`src/rtl/nibble_serial_adder_pkg.sv`:
```
// ---------------------------------------------------------------------------
// cpu_alu_pkg
// Shared definitions for the FreeCPU nibble-serial add/subtract unit.
//   state_t : sequencer states (IDLE accepts operands, RUN walks the nibbles,
//             DONE presents the result)
//   SLICE_W : width of the carry-lookahead slice processed per cycle
// ---------------------------------------------------------------------------
package cpu_alu_pkg;

   typedef enum logic [1:0] {
      IDLE = 2'd0,
      RUN  = 2'd1,
      DONE = 2'd2
   } state_t;

   localparam int SLICE_W = 4;

endpackage

```
`src/rtl/nibble_serial_adder_cla_slice4.sv`:
```
// ---------------------------------------------------------------------------
// cla_slice4
// Combinational 4-bit carry-lookahead adder slice.
//   c_in  : carry into bit 0
//   a, b  : 4-bit addends
//   out   : 4-bit sum
//   c_out : carry out of bit 3
// ---------------------------------------------------------------------------
module cla_slice4
   import cpu_alu_pkg::*;
(
   input  logic               c_in,
   input  logic [SLICE_W-1:0] a,
   input  logic [SLICE_W-1:0] b,
   output logic [SLICE_W-1:0] out,
   output logic               c_out
);

   logic [SLICE_W-1:0] g;
   logic [SLICE_W-1:0] p;
   logic [SLICE_W-1:0] c;

   assign g = a & b;
   assign p = a ^ b;

   // Every carry is flattened to generate/propagate terms of c_in, so no
   // carry ripples through another carry.
   assign c[0] = c_in;
   assign c[1] = g[0] | (p[0] & c_in);
   assign c[2] = g[1] | (p[1] & g[0]) | (p[1] & p[0] & c_in);
   assign c[3] = g[2] | (p[2] & g[1]) | (p[2] & p[1] & g[0])
               | (p[2] & p[1] & p[0] & c_in);
   assign c_out = g[3] | (p[3] & g[2]) | (p[3] & p[2] & g[1])
                | (p[3] & p[2] & p[1] & g[0])
                | (p[3] & p[2] & p[1] & p[0] & c_in);

   assign out = p ^ c;

endmodule

```
`src/rtl/nibble_serial_adder.sv`:
```
// ---------------------------------------------------------------------------
// nibble_serial_adder
// Multi-cycle add/subtract unit: WIDTH-bit operands are summed one nibble per
// cycle through a single 4-bit lookahead slice, the carry held in a register
// between cycles.
//   clk, rst_n          : clock (rising edge), asynchronous active-low reset
//   in_valid, in_ready  : operand handshake (accepted only in IDLE)
//   a, b, sub, c_in     : operands; sub inverts b, c_in is the carry in
//   out_valid, out_ready: result handshake (result held in DONE)
//   sum, c_out, overflow: result, MSB carry, signed overflow
//   busy                : high while an operation is in RUN or DONE
// ---------------------------------------------------------------------------
module nibble_serial_adder
   import cpu_alu_pkg::*;
#(
   parameter int WIDTH = 32
) (
   input  logic             clk,
   input  logic             rst_n,
   input  logic             in_valid,
   output logic             in_ready,
   input  logic [WIDTH-1:0] a,
   input  logic [WIDTH-1:0] b,
   input  logic             sub,
   input  logic             c_in,
   output logic             out_valid,
   input  logic             out_ready,
   output logic [WIDTH-1:0] sum,
   output logic             c_out,
   output logic             overflow,
   output logic             busy
);

   localparam int NIBBLES = WIDTH / SLICE_W;
   localparam int IDX_W   = (NIBBLES > 1) ? $clog2(NIBBLES) : 1;

   generate
      if ((WIDTH % SLICE_W) != 0 || WIDTH < SLICE_W) begin : g_bad_width
         $error("nibble_serial_adder: WIDTH must be a multiple of 4 and >= 4");
      end
   endgenerate

   state_t             state;
   state_t             next_state;
   logic [IDX_W-1:0]   idx;
   logic               carry;
   logic [WIDTH-1:0]   op_a;
   logic [WIDTH-1:0]   op_b;
   logic [SLICE_W-1:0] nib_a;
   logic [SLICE_W-1:0] nib_b;
   logic [SLICE_W-1:0] nib_sum;
   logic               nib_c;
   logic               accept;
   logic               last;

   assign accept = in_valid && in_ready;
   assign last   = (idx == IDX_W'(NIBBLES - 1));

   // Select the operand nibble addressed by idx.
   always_comb begin
      nib_a = '0;
      nib_b = '0;
      for (int i = 0; i < NIBBLES; i++) begin
         if (idx == IDX_W'(i)) begin
            nib_a = op_a[i*SLICE_W +: SLICE_W];
            nib_b = op_b[i*SLICE_W +: SLICE_W];
         end
      end
   end

   cla_slice4 u_slice (
      .c_in  (carry),
      .a     (nib_a),
      .b     (nib_b),
      .out   (nib_sum),
      .c_out (nib_c)
   );

   always_ff @(posedge clk or negedge rst_n) begin
      if (!rst_n) begin
         state <= IDLE;
      end else begin
         state <= next_state;
      end
   end

   always_comb begin
      next_state = state;
      in_ready   = 1'b0;
      out_valid  = 1'b0;
      busy       = 1'b1;
      case (state)
         IDLE: begin
            in_ready = 1'b1;
            busy     = 1'b0;
            if (in_valid) next_state = RUN;
         end
         RUN: begin
            if (last) next_state = DONE;
         end
         DONE: begin
            out_valid = 1'b1;
            if (out_ready) next_state = IDLE;
         end
         default: begin
            next_state = IDLE;
         end
      endcase
   end

   // Operands are captured once at accept; b is stored already inverted for
   // subtract so overflow can be judged on the operand actually added.
   always_ff @(posedge clk) begin
      if (accept) begin
         op_a <= a;
         op_b <= sub ? ~b : b;
      end
   end

   always_ff @(posedge clk or negedge rst_n) begin
      if (!rst_n) begin
         idx      <= '0;
         carry    <= 1'b0;
         sum      <= '0;
         c_out    <= 1'b0;
         overflow <= 1'b0;
      end else if (accept) begin
         idx   <= '0;
         carry <= c_in;
      end else if (state == RUN) begin
         idx   <= last ? '0 : idx + IDX_W'(1);
         carry <= nib_c;
         for (int i = 0; i < NIBBLES; i++) begin
            if (idx == IDX_W'(i)) sum[i*SLICE_W +: SLICE_W] <= nib_sum;
         end
         // On the top nibble the slice output holds the result sign bit.
         if (last) begin
            c_out    <= nib_c;
            overflow <= (op_a[WIDTH-1] == op_b[WIDTH-1])
                     && (nib_sum[SLICE_W-1] != op_a[WIDTH-1]);
         end
      end
   end

endmodule

```
`config.mk`:
```
export PLATFORM = sky130hd
export DESIGN_NAME = nibble_serial_adder
export DESIGN_NICKNAME = d
export VERILOG_FILES = /design/src/rtl/nibble_serial_adder_pkg.sv /design/src/rtl/nibble_serial_adder_cla_slice4.sv /design/src/rtl/nibble_serial_adder.sv
export SDC_FILE = /design/constraint.sdc
export NUM_CORES = 1
export LEC_CHECK = 0
export ABC_AREA = 1
export BUFFER_PORTS_ARGS = -buffer_cell sky130_fd_sc_hd__buf_2
export CAP_MARGIN = 20
export CORE_AREA = 4 4 138 100
export CTS_BUF_LIST = sky130_fd_sc_hd__clkbuf_4 sky130_fd_sc_hd__clkbuf_8 sky130_fd_sc_hd__clkbuf_16
export DETAILED_ROUTE_END_ITERATION = 7
export DIE_AREA = 0 0 142 104
export PLACE_DENSITY = 0.66
export SYNTH_ARGS = -nofsm -noshare
export SYNTH_HDL_FRONTEND = slang
export SYNTH_HIERARCHICAL = 1
export SYNTH_SLANG_ARGS = --single-unit
```
`constraint.sdc`:
```
create_clock -name clk -period 2.37 [get_ports clk]
set_input_delay 0.3555 -clock clk [delete_from_list [all_inputs] [get_ports clk]]
set_output_delay 0.3555 -clock clk [all_outputs]
set_load 0.02 [all_outputs]
```
==> impl_metrics.env, run 1 <==
export IMPL_count_of_synthesis_stage_warnings_from_yosys=6
export IMPL_syn_nets=567
export IMPL_number_of_cts_inserted_buffers=9
export IMPL_drc_errors=0
export IMPL_r2r_end="sum[31]$_DFFE_PN0P_"
export IMPL_syn_mean_instance_area_um2=9.827
export IMPL_post_route_worst_setup_slack_ps=-276.1
export IMPL_timing_final_crit_share=1.116
export IMPL_overflow=0
export IMPL_worst_setup_path_type="flop to flop"
export IMPL_max_slew_margin_rel=0.3998
export IMPL_dpl_worst_slack_ps=-430.5
export IMPL_path_max_fanout=9
export IMPL_core_area_mm2=0.01238
export IMPL_final_hold_violation_count=0
export IMPL_final_setup_violation_count=35
export IMPL_final_cells=798
export IMPL_buffer_ports_inserted=106
export IMPL_cpMaxStageDelayCell="dfrtp_2"
export IMPL_timing_rr_start="idx[0]$_DFFE_PN0P_"
export IMPL_timing_reg2reg_worst_path_depth=20
export IMPL_gp_congestion=0.7814
export IMPL_timing_critical_path_mode_cell="nand2_1"
export IMPL_rows=34
export IMPL_ys_seq_area_frac=0.6120
export IMPL_synthesis_instances=486
export IMPL_timing_critical_path_depth=20
export IMPL_final_setup_skew_ps=10.61
export IMPL_detail_route_antenna_nets=0
export IMPL_cts_clock_pin_slew_for_the_worst_setup_and_hold_paths_ps=70
export IMPL_synth_area_mm2=0.004776
export IMPL_failing_checks="setup timing"
export IMPL_first_pass_iters=4
export IMPL_vias=3706
export IMPL_sort_of_element_at_the_end_of_the_critical_path="flop"
export IMPL_cp_slowest_stage_delay_ps=480
export IMPL_fmax_ghz=0.3779
export IMPL_cts_num_sinks=104
export IMPL_adder_and_majority_gate_portion_of_the_synthesized_area=0.03039
export IMPL_area_delta_synth_final_pct=33.77
export IMPL_finalWirelength_um=11440
export IMPL_timing_worst_slew_pin_value_ps=900.3
export IMPL_final_seq_area_mm2=0.002924
export IMPL_reg2reg_slack_ps=-280
export IMPL_grt_pass1_vias=3694
export IMPL_synth_compound_area_frac=0.04585
export IMPL_timing_critical_path_required_ps=2600
export IMPL_endpoint="sum[31]$_DFFE_PN0P_"
export IMPL_launching_element_of_the_worst_setup_path="idx[0]$_DFFE_PN0P_"
export IMPL_cts_tree="yes"
export IMPL_crit_chain="inv_4, ha_4, nand2_4, buf_6, or2_0, nand3_2, nand2_1, nand2_1, nand2_1, nand2_1, nand2_2, ha_4, or2_0, nand2_1, nand2_1, nand2_1, nand2_2, inv_2, buf_12, o21ai_2"
export IMPL_grt_pass1_wl_um=18520
export IMPL_rsz0062_at_grt="yes"
export IMPL_max_slew_violation_total_from_the_final_report=0
export IMPL_synth_simple_gate_area_frac=0.2009
export IMPL_maximum_number_of_pins_on_one_net_before_global_route_repair=66
export IMPL_boundaryPins=107
export IMPL_synth_top_family_by_area="simple AND/OR/NAND/NOR gates"
export IMPL_drv_max_cap_violation_count=0
export IMPL_grt_use_total=0.1586
export IMPL_die_h_um=104
export IMPL_clock_tree_htree_level_count=3
export IMPL_synth_largest_area_cell="edfxtp_1"
export IMPL_critPathArrivalTime_ps=2880
export IMPL_max_vdd_ir_drop_mv=1.098
export IMPL_die_area_mm2=0.01477
export IMPL_floorplan_initialDensity=0.3858
export IMPL_synth_xor_xnor_area_share=0.06052
export IMPL_critical_path_buf_inv_count=4
export IMPL_nets_final=712
export IMPL_clock_tree_buffer_depth=2
export IMPL_nFillCells=1129
export IMPL_yosys_cell_types_count=26
export IMPL_synth_top_cells_by_area="edfxtp_1 (40%), dfrtp_1 (21%), nand2_1 (13%), xor2_1 (5.9%), o21ai_0 (4.1%)"
export IMPL_die_w_um=142
export IMPL_hold_buffers=0
export IMPL_synth_seq_cells=104
export IMPL_ctsRootBufferMaster="clkbuf_16"
export IMPL_antenna_found_initial=0
export IMPL_final_min_clock_period_ps=2646
export IMPL_post_drt_wl_per_cell_um=14.33
export IMPL_power_leakage_nw=3.026
export IMPL_multiInputGateArea_mm2=0.001864
export IMPL_synth_mux_area_frac=0
export IMPL_insertion_delay_ps=350
export IMPL_post_synth_top_area_fraction=0.4024
export IMPL_antenna_cell_count=0
export IMPL_fin_setup_tns_ps=-6527
export IMPL_powerDensity_mw_per_mm2=1663
export IMPL_setup_worst_path_start_class="flop"
export IMPL_crit_path_leading_delay_family="simple AND/OR/NAND/NOR gates"
export IMPL_drtIter0Drc=285
export IMPL_type_of_the_tightest_min_delay_check="input pin to async pin"
export IMPL_run_status="finished, violations left"
export IMPL_routed_via_density=4.644
export IMPL_number_of_placed_instances_with_taps_included=775
export IMPL_final_layout_size_suffix_gt1_frac=0.3553
export IMPL_place_hpwl_um=8215
## worst min path at each step
stage | startpoint | endpoint | slack, ps | cells past startpoint
after floorplan | rst_n | c_out$_DFFE_PN0P_ | 60 | 0
after global placement | sum[6]$_DFFE_PN0P_ | sum[6]$_DFFE_PN0P_ | 460 | 2
after detailed placement | sum[6]$_DFFE_PN0P_ | sum[6]$_DFFE_PN0P_ | 470 | 2
after CTS | rst_n | sum[5]$_DFFE_PN0P_ | 140 | 1
after global routing | a[15] | op_a[15]$_DFFE_PP_ | 160 | 1
final | rst_n | sum[10]$_DFFE_PN0P_ | 140 | 1
## synth_stat cells (all sizes together)
library cell  instances
nand2               163
edfxtp               64
inv                  45
nor2                 43
dfrtp                40
o21ai                39
xor2                 32
nand3                21
ha                   10
or2                   9
buf                   6
clkbuf                5
a21oi                 2
nand4                 2
clkinv                1
fa                    1
o22ai                 1
o31ai                 1
xnor2                 1
## placed cells by master, fill, tap and decap left out, drive strengths merged
cell and count:
nand2 163, buf 145, edfxtp 64, inv 49
nor2 43, dfrtp 40, o21ai 39, xor2 32
nand3 21, clkbuf 10, ha 10, or2 9
a21oi 2, nand4 2, clkinv 2, clkinvlp 1
o31ai 1, o22ai 1, xnor2 1, fa 1
## power breakdown
part	leakage, nW	switching, mW	total [mW]	internal [mW]
sequential	1.10	0.260	2.75	2.49
clock	0.150	0.664	1.45	0.787
combinational	1.78	3.95	6.43	2.48
## metal layers
metal / routed length [um] / global-route usage / vias to the layer above
li1: - / - / 1854
met1: 5537 / 0.2327 / 1709
met2: 5001 / 0.2333 / 132
met3: 771 / 0.04044 / 11
met4: 124 / 0.04247 / 0
met5: 0 / 0 / -
## through the flow
step / hold WS (ps) / power [mW] / util / cell area [um^2]
global placement: 459.8 / 7.801 / 0.4688 / 5803
global route: 164.2 / 11.49 / 0.5161 / 6389
finish: 137.4 / 10.63 / 0.5161 / 6389
detailed placement: 470.0 / 7.953 / 0.4688 / 5803
floorplan: 59.91 / 5.897 / - / 4835
CTS: 142.8 / 10.27 / 0.5074 / 6281
## worst register-to-register path, delay by kind of cell (launching register included)
| kind | cells | cell delay, ps |
|---|---|---|
| buffers and inverters | 4 | 480 |
| AOI/OAI and AO/OA | 1 | 60 |
| and+or+nand+nor | 13 | 1130 |
| DFF | 1 | 480 |
| adders and majority gates | 2 | 380 |
## kinds of logic after synthesis
group,Yosys count
AND/OR/NAND/NOR,238
flip-flops,104
buffers and inverters,57
AO/OA/AOI/OAI,43
XOR/XNOR,33
adder cells (fa/ha/maj),11
## sequential cells by signal, indices dropped and copies added (netlist names)
name      count
idx           3
c_out         1
op_a         32
sum          32
op_b         32
state         2
overflow      1
carry         1
## final cells by class
| class | instances | share of cell area |
|---|---|---|
| sequential | 104 | 0.4577 |
| clock buffer | 10 | 0.03917 |
| tap | 162 | 0.03173 |
| inverter | 46 | 0.03036 |
| timing repair buffer | 145 | 0.1424 |
| clock inverter | 6 | 0.006855 |
| multi-input combinational | 325 | 0.2918 |
## what timing repair did
item | CTS | global route
endpoints found under the setup margin | 35 | 35
gates resized for setup | 75 | 26
pin swaps | 15 | 23
setup buffers | 4 | 3
(Power assumes the default switching activity.)
==> run 2: changes to the inputs <==
Settings changed: CORE_AREA 4 4 138 100 to 4 4 174 126, DIE_AREA 0 0 142 104 to 0 0 178 130, PLACE_DENSITY 0.66 to 0.47, SETUP_SLACK_MARGIN set to 0.02.
==> run 2 against run 1 <==
The run still ends with setup timing left. Critical path depth is 2 higher. Global-route usage fell by 4.3 points. Non-clock buffer count increased by 12. Critical path type unchanged. Clock power increased by 6%. Core utilization down 19 points. First-iteration DRC count is 49% lower. Worst setup slack gained 36 ps. Clock skew fell by 0.74 ps. Die area grew 57%. Count of clock-buffer cells in the layout stayed put.
==> impl_metrics.env, run 2 (synthesis results as in run 1) <==
export IMPL_run_status="finished, violations left"
export IMPL_failing_checks="setup timing"
export IMPL_ctsRootBufferMaster="clkbuf_16"
export IMPL_final_layout_size_suffix_gt1_frac=0.3852
export IMPL_timing_final_crit_share=1.101
export IMPL_max_vdd_ir_drop_mv=1.070
export IMPL_final_min_clock_period_ps=2610
export IMPL_place_hpwl_um=9753
export IMPL_finalWirelength_um=13000
export IMPL_post_drt_wl_per_cell_um=14.05
export IMPL_cp_slowest_stage_delay_ps=480
export IMPL_type_of_the_tightest_min_delay_check="input pin to async pin"
export IMPL_critical_path_buf_inv_count=3
export IMPL_crit_chain="inv_4, ha_4, nand2_4, or2_2, nand2_1, nand2_1, nand2_1, nand2_1, nand2_1, nand2_1, nand2_1, nand2_2, ha_4, nand2_2, nand2_1, nand2_1, nand2_1, nand2_1, nand2_2, inv_2, buf_6, o21ai_2"
export IMPL_crit_path_leading_delay_family="simple AND/OR/NAND/NOR gates"
export IMPL_max_slew_violation_total_from_the_final_report=0
export IMPL_core_area_mm2=0.02031
export IMPL_maximum_number_of_pins_on_one_net_before_global_route_repair=41
export IMPL_worst_setup_path_type="flop to flop"
export IMPL_boundaryPins=107
export IMPL_antenna_cell_count=0
export IMPL_timing_rr_start="idx[0]$_DFFE_PN0P_"
export IMPL_drtIter0Drc=146
export IMPL_sort_of_element_at_the_end_of_the_critical_path="flop"
export IMPL_floorplan_initialDensity=0.2351
export IMPL_hold_buffers=0
export IMPL_detail_route_antenna_nets=0
export IMPL_rsz0062_at_grt="yes"
export IMPL_die_w_um=178
export IMPL_final_setup_skew_ps=9.866
export IMPL_first_pass_iters=4
export IMPL_layout_commonest_cell="nand2_1"
export IMPL_whs_ps=117.6
export IMPL_rows=44
export IMPL_grt_use_total=0.1156
export IMPL_timing_reg2reg_worst_path_depth=22
export IMPL_path_max_fanout=8
export IMPL_setup_worst_path_start_class="flop"
export IMPL_die_area_mm2=0.02314
export IMPL_grt_pass1_vias=3812
export IMPL_critPathArrivalTime_ps=2900
export IMPL_cts_num_sinks=104
export IMPL_timing_critical_path_required_ps=2660
export IMPL_final_cell_mix="nand2_1 (143), buf_2 (106), edfxtp_1 (64)"
export IMPL_number_of_placed_instances_with_taps_included=899
export IMPL_clock_tree_htree_level_count=3
export IMPL_timing_critical_path_mode_cell="nand2_1"
export IMPL_endpoint="sum[31]$_DFFE_PN0P_"
export IMPL_drv_max_cap_violation_count=0
export IMPL_final_cells=925
export IMPL_clock_tree_buffer_depth=2
export IMPL_powerDensity_mw_per_mm2=1682
export IMPL_cts_clock_pin_slew_for_the_worst_setup_and_hold_paths_ps=80
export IMPL_buffer_ports_inserted=106
export IMPL_reg2reg_slack_ps=-240
export IMPL_timing_critical_path_depth=22
export IMPL_insertion_delay_ps=360
export IMPL_drc_errors=0
export IMPL_timing_worst_slew_pin_value_ps=923.8
export IMPL_power_leakage_nw=3.083
export IMPL_max_slew_margin_rel=0.3841
export IMPL_launching_element_of_the_worst_setup_path="idx[0]$_DFFE_PN0P_"
export IMPL_routed_via_density=3.991
export IMPL_post_route_util=0.3269
export IMPL_final_setup_violation_count=35
export IMPL_vias=3692
export IMPL_nets_final=725
export IMPL_overflow=0
export IMPL_grt_pass1_wl_um=20410
export IMPL_number_of_cts_inserted_buffers=9
export IMPL_cts_tree="yes"
export IMPL_gp_congestion=0.7975
export IMPL_post_route_worst_setup_slack_ps=-239.9
export IMPL_antenna_found_initial=0
export IMPL_fmax_ghz=0.3832
export IMPL_final_hold_violation_count=0
export IMPL_cpMaxStageDelayCell="dfrtp_2"
export IMPL_area_delta_synth_final_pct=39.04
export IMPL_reg_largest_list="op_a x32, op_b x32, sum x32"
export IMPL_die_h_um=130
export IMPL_r2r_end="sum[31]$_DFFE_PN0P_"
-- run 2: cell count changes in the layout (fill, tap and decap cells not counted), moves of 4 or more --
| cell | before | now |
|---|---|---|
| buf_4 | 30 | 42 |
| buf_6 | 3 | 7 |
| buf_12 | 6 | 2 |
| o21ai_2 | 15 | 19 |
| nand2_1 | 149 | 143 |
| o21ai_1 | 21 | 17 |
| nand2_2 | 12 | 18 |
-- run 2: worst min path at each step --
stage,start,end,slack [ps]
after floorplan,rst_n,c_out$_DFFE_PN0P_,60
after global placement,sum[6]$_DFFE_PN0P_,sum[6]$_DFFE_PN0P_,460
after detailed placement,sum[2]$_DFFE_PN0P_,sum[2]$_DFFE_PN0P_,470
after CTS,rst_n,sum[16]$_DFFE_PN0P_,140
after global routing,a[1],op_a[1]$_DFFE_PP_,150
final,rst_n,sum[1]$_DFFE_PN0P_,120
-- run 2: worst reg2reg max path, cell delays in order (launching register included) --
cell and delay [ps]:
dfrtp_2 480, inv_4 110, ha_4 150, nand2_4 70, or2_2 280, nand2_1 70, nand2_1 50, nand2_1 50
nand2_1 50, nand2_1 70, nand2_1 50, nand2_1 60, nand2_2 60, ha_4 290, nand2_2 70, nand2_1 70
nand2_1 60, nand2_1 60, nand2_1 60, nand2_2 70, inv_2 60, buf_6 130, o21ai_2 120
-- run 2: layout make-up --
| cell class | count | area, um^2 |
|---|---|---|
| clock buffer | 10 | 250.2 |
| multi-input combinational | 325 | 1898 |
| sequential | 104 | 2924 |
| tap | 276 | 345.3 |
| inverter | 46 | 195.2 |
| timing repair buffer | 157 | 964.7 |
| fill | 2110 | 13670 |
| clock inverter | 6 | 57.56 |
| timing repair inverter | 1 | 5.005 |
-- run 2: through the flow --
| stage | cell area, um^2 | setup TNS [ps] | power, mW | setup slack, ps |
|---|---|---|---|---|
| 6_report | 6640 | -6896 | 11.17 | -239.9 |
| 2_1_floorplan | 4835 | -45.82 | 5.897 | -45.82 |
| 3_5_place_dp | 5983 | -16330 | 8.405 | -554.6 |
| 4_1_cts | 6487 | -7062 | 10.82 | -230.1 |
| 3_3_place_gp | 5983 | -14970 | 8.269 | -537.6 |
| 5_1_grt | 6640 | -14610 | 12.16 | -517.0 |
-- run 2: what timing repair did --
action | CTS | global route
resized for setup | 82 | 32
gates cloned | 1 | 0
setup buffers | 4 | 5
setup endpoints to repair | 35 | 35
pin swaps | 21 | 20
-- run 2: power by group --
group          internal, mW  leakage (nW)  switching (mW)  total [mW]
logic                  2.73          1.83            4.13        6.86
registers              2.49          1.10           0.275        2.76
clock network         0.803         0.154           0.741        1.54
-- run 2: per-layer routing --
metal	part of all wire	global-route usage	vias to the layer above
li1	-	-	1880
met1	0.51	0.1629	1724
met2	0.43	0.1736	73
met3	0.044	0.03128	15
met4	0.016	0.03727	0
met5	0	0	-
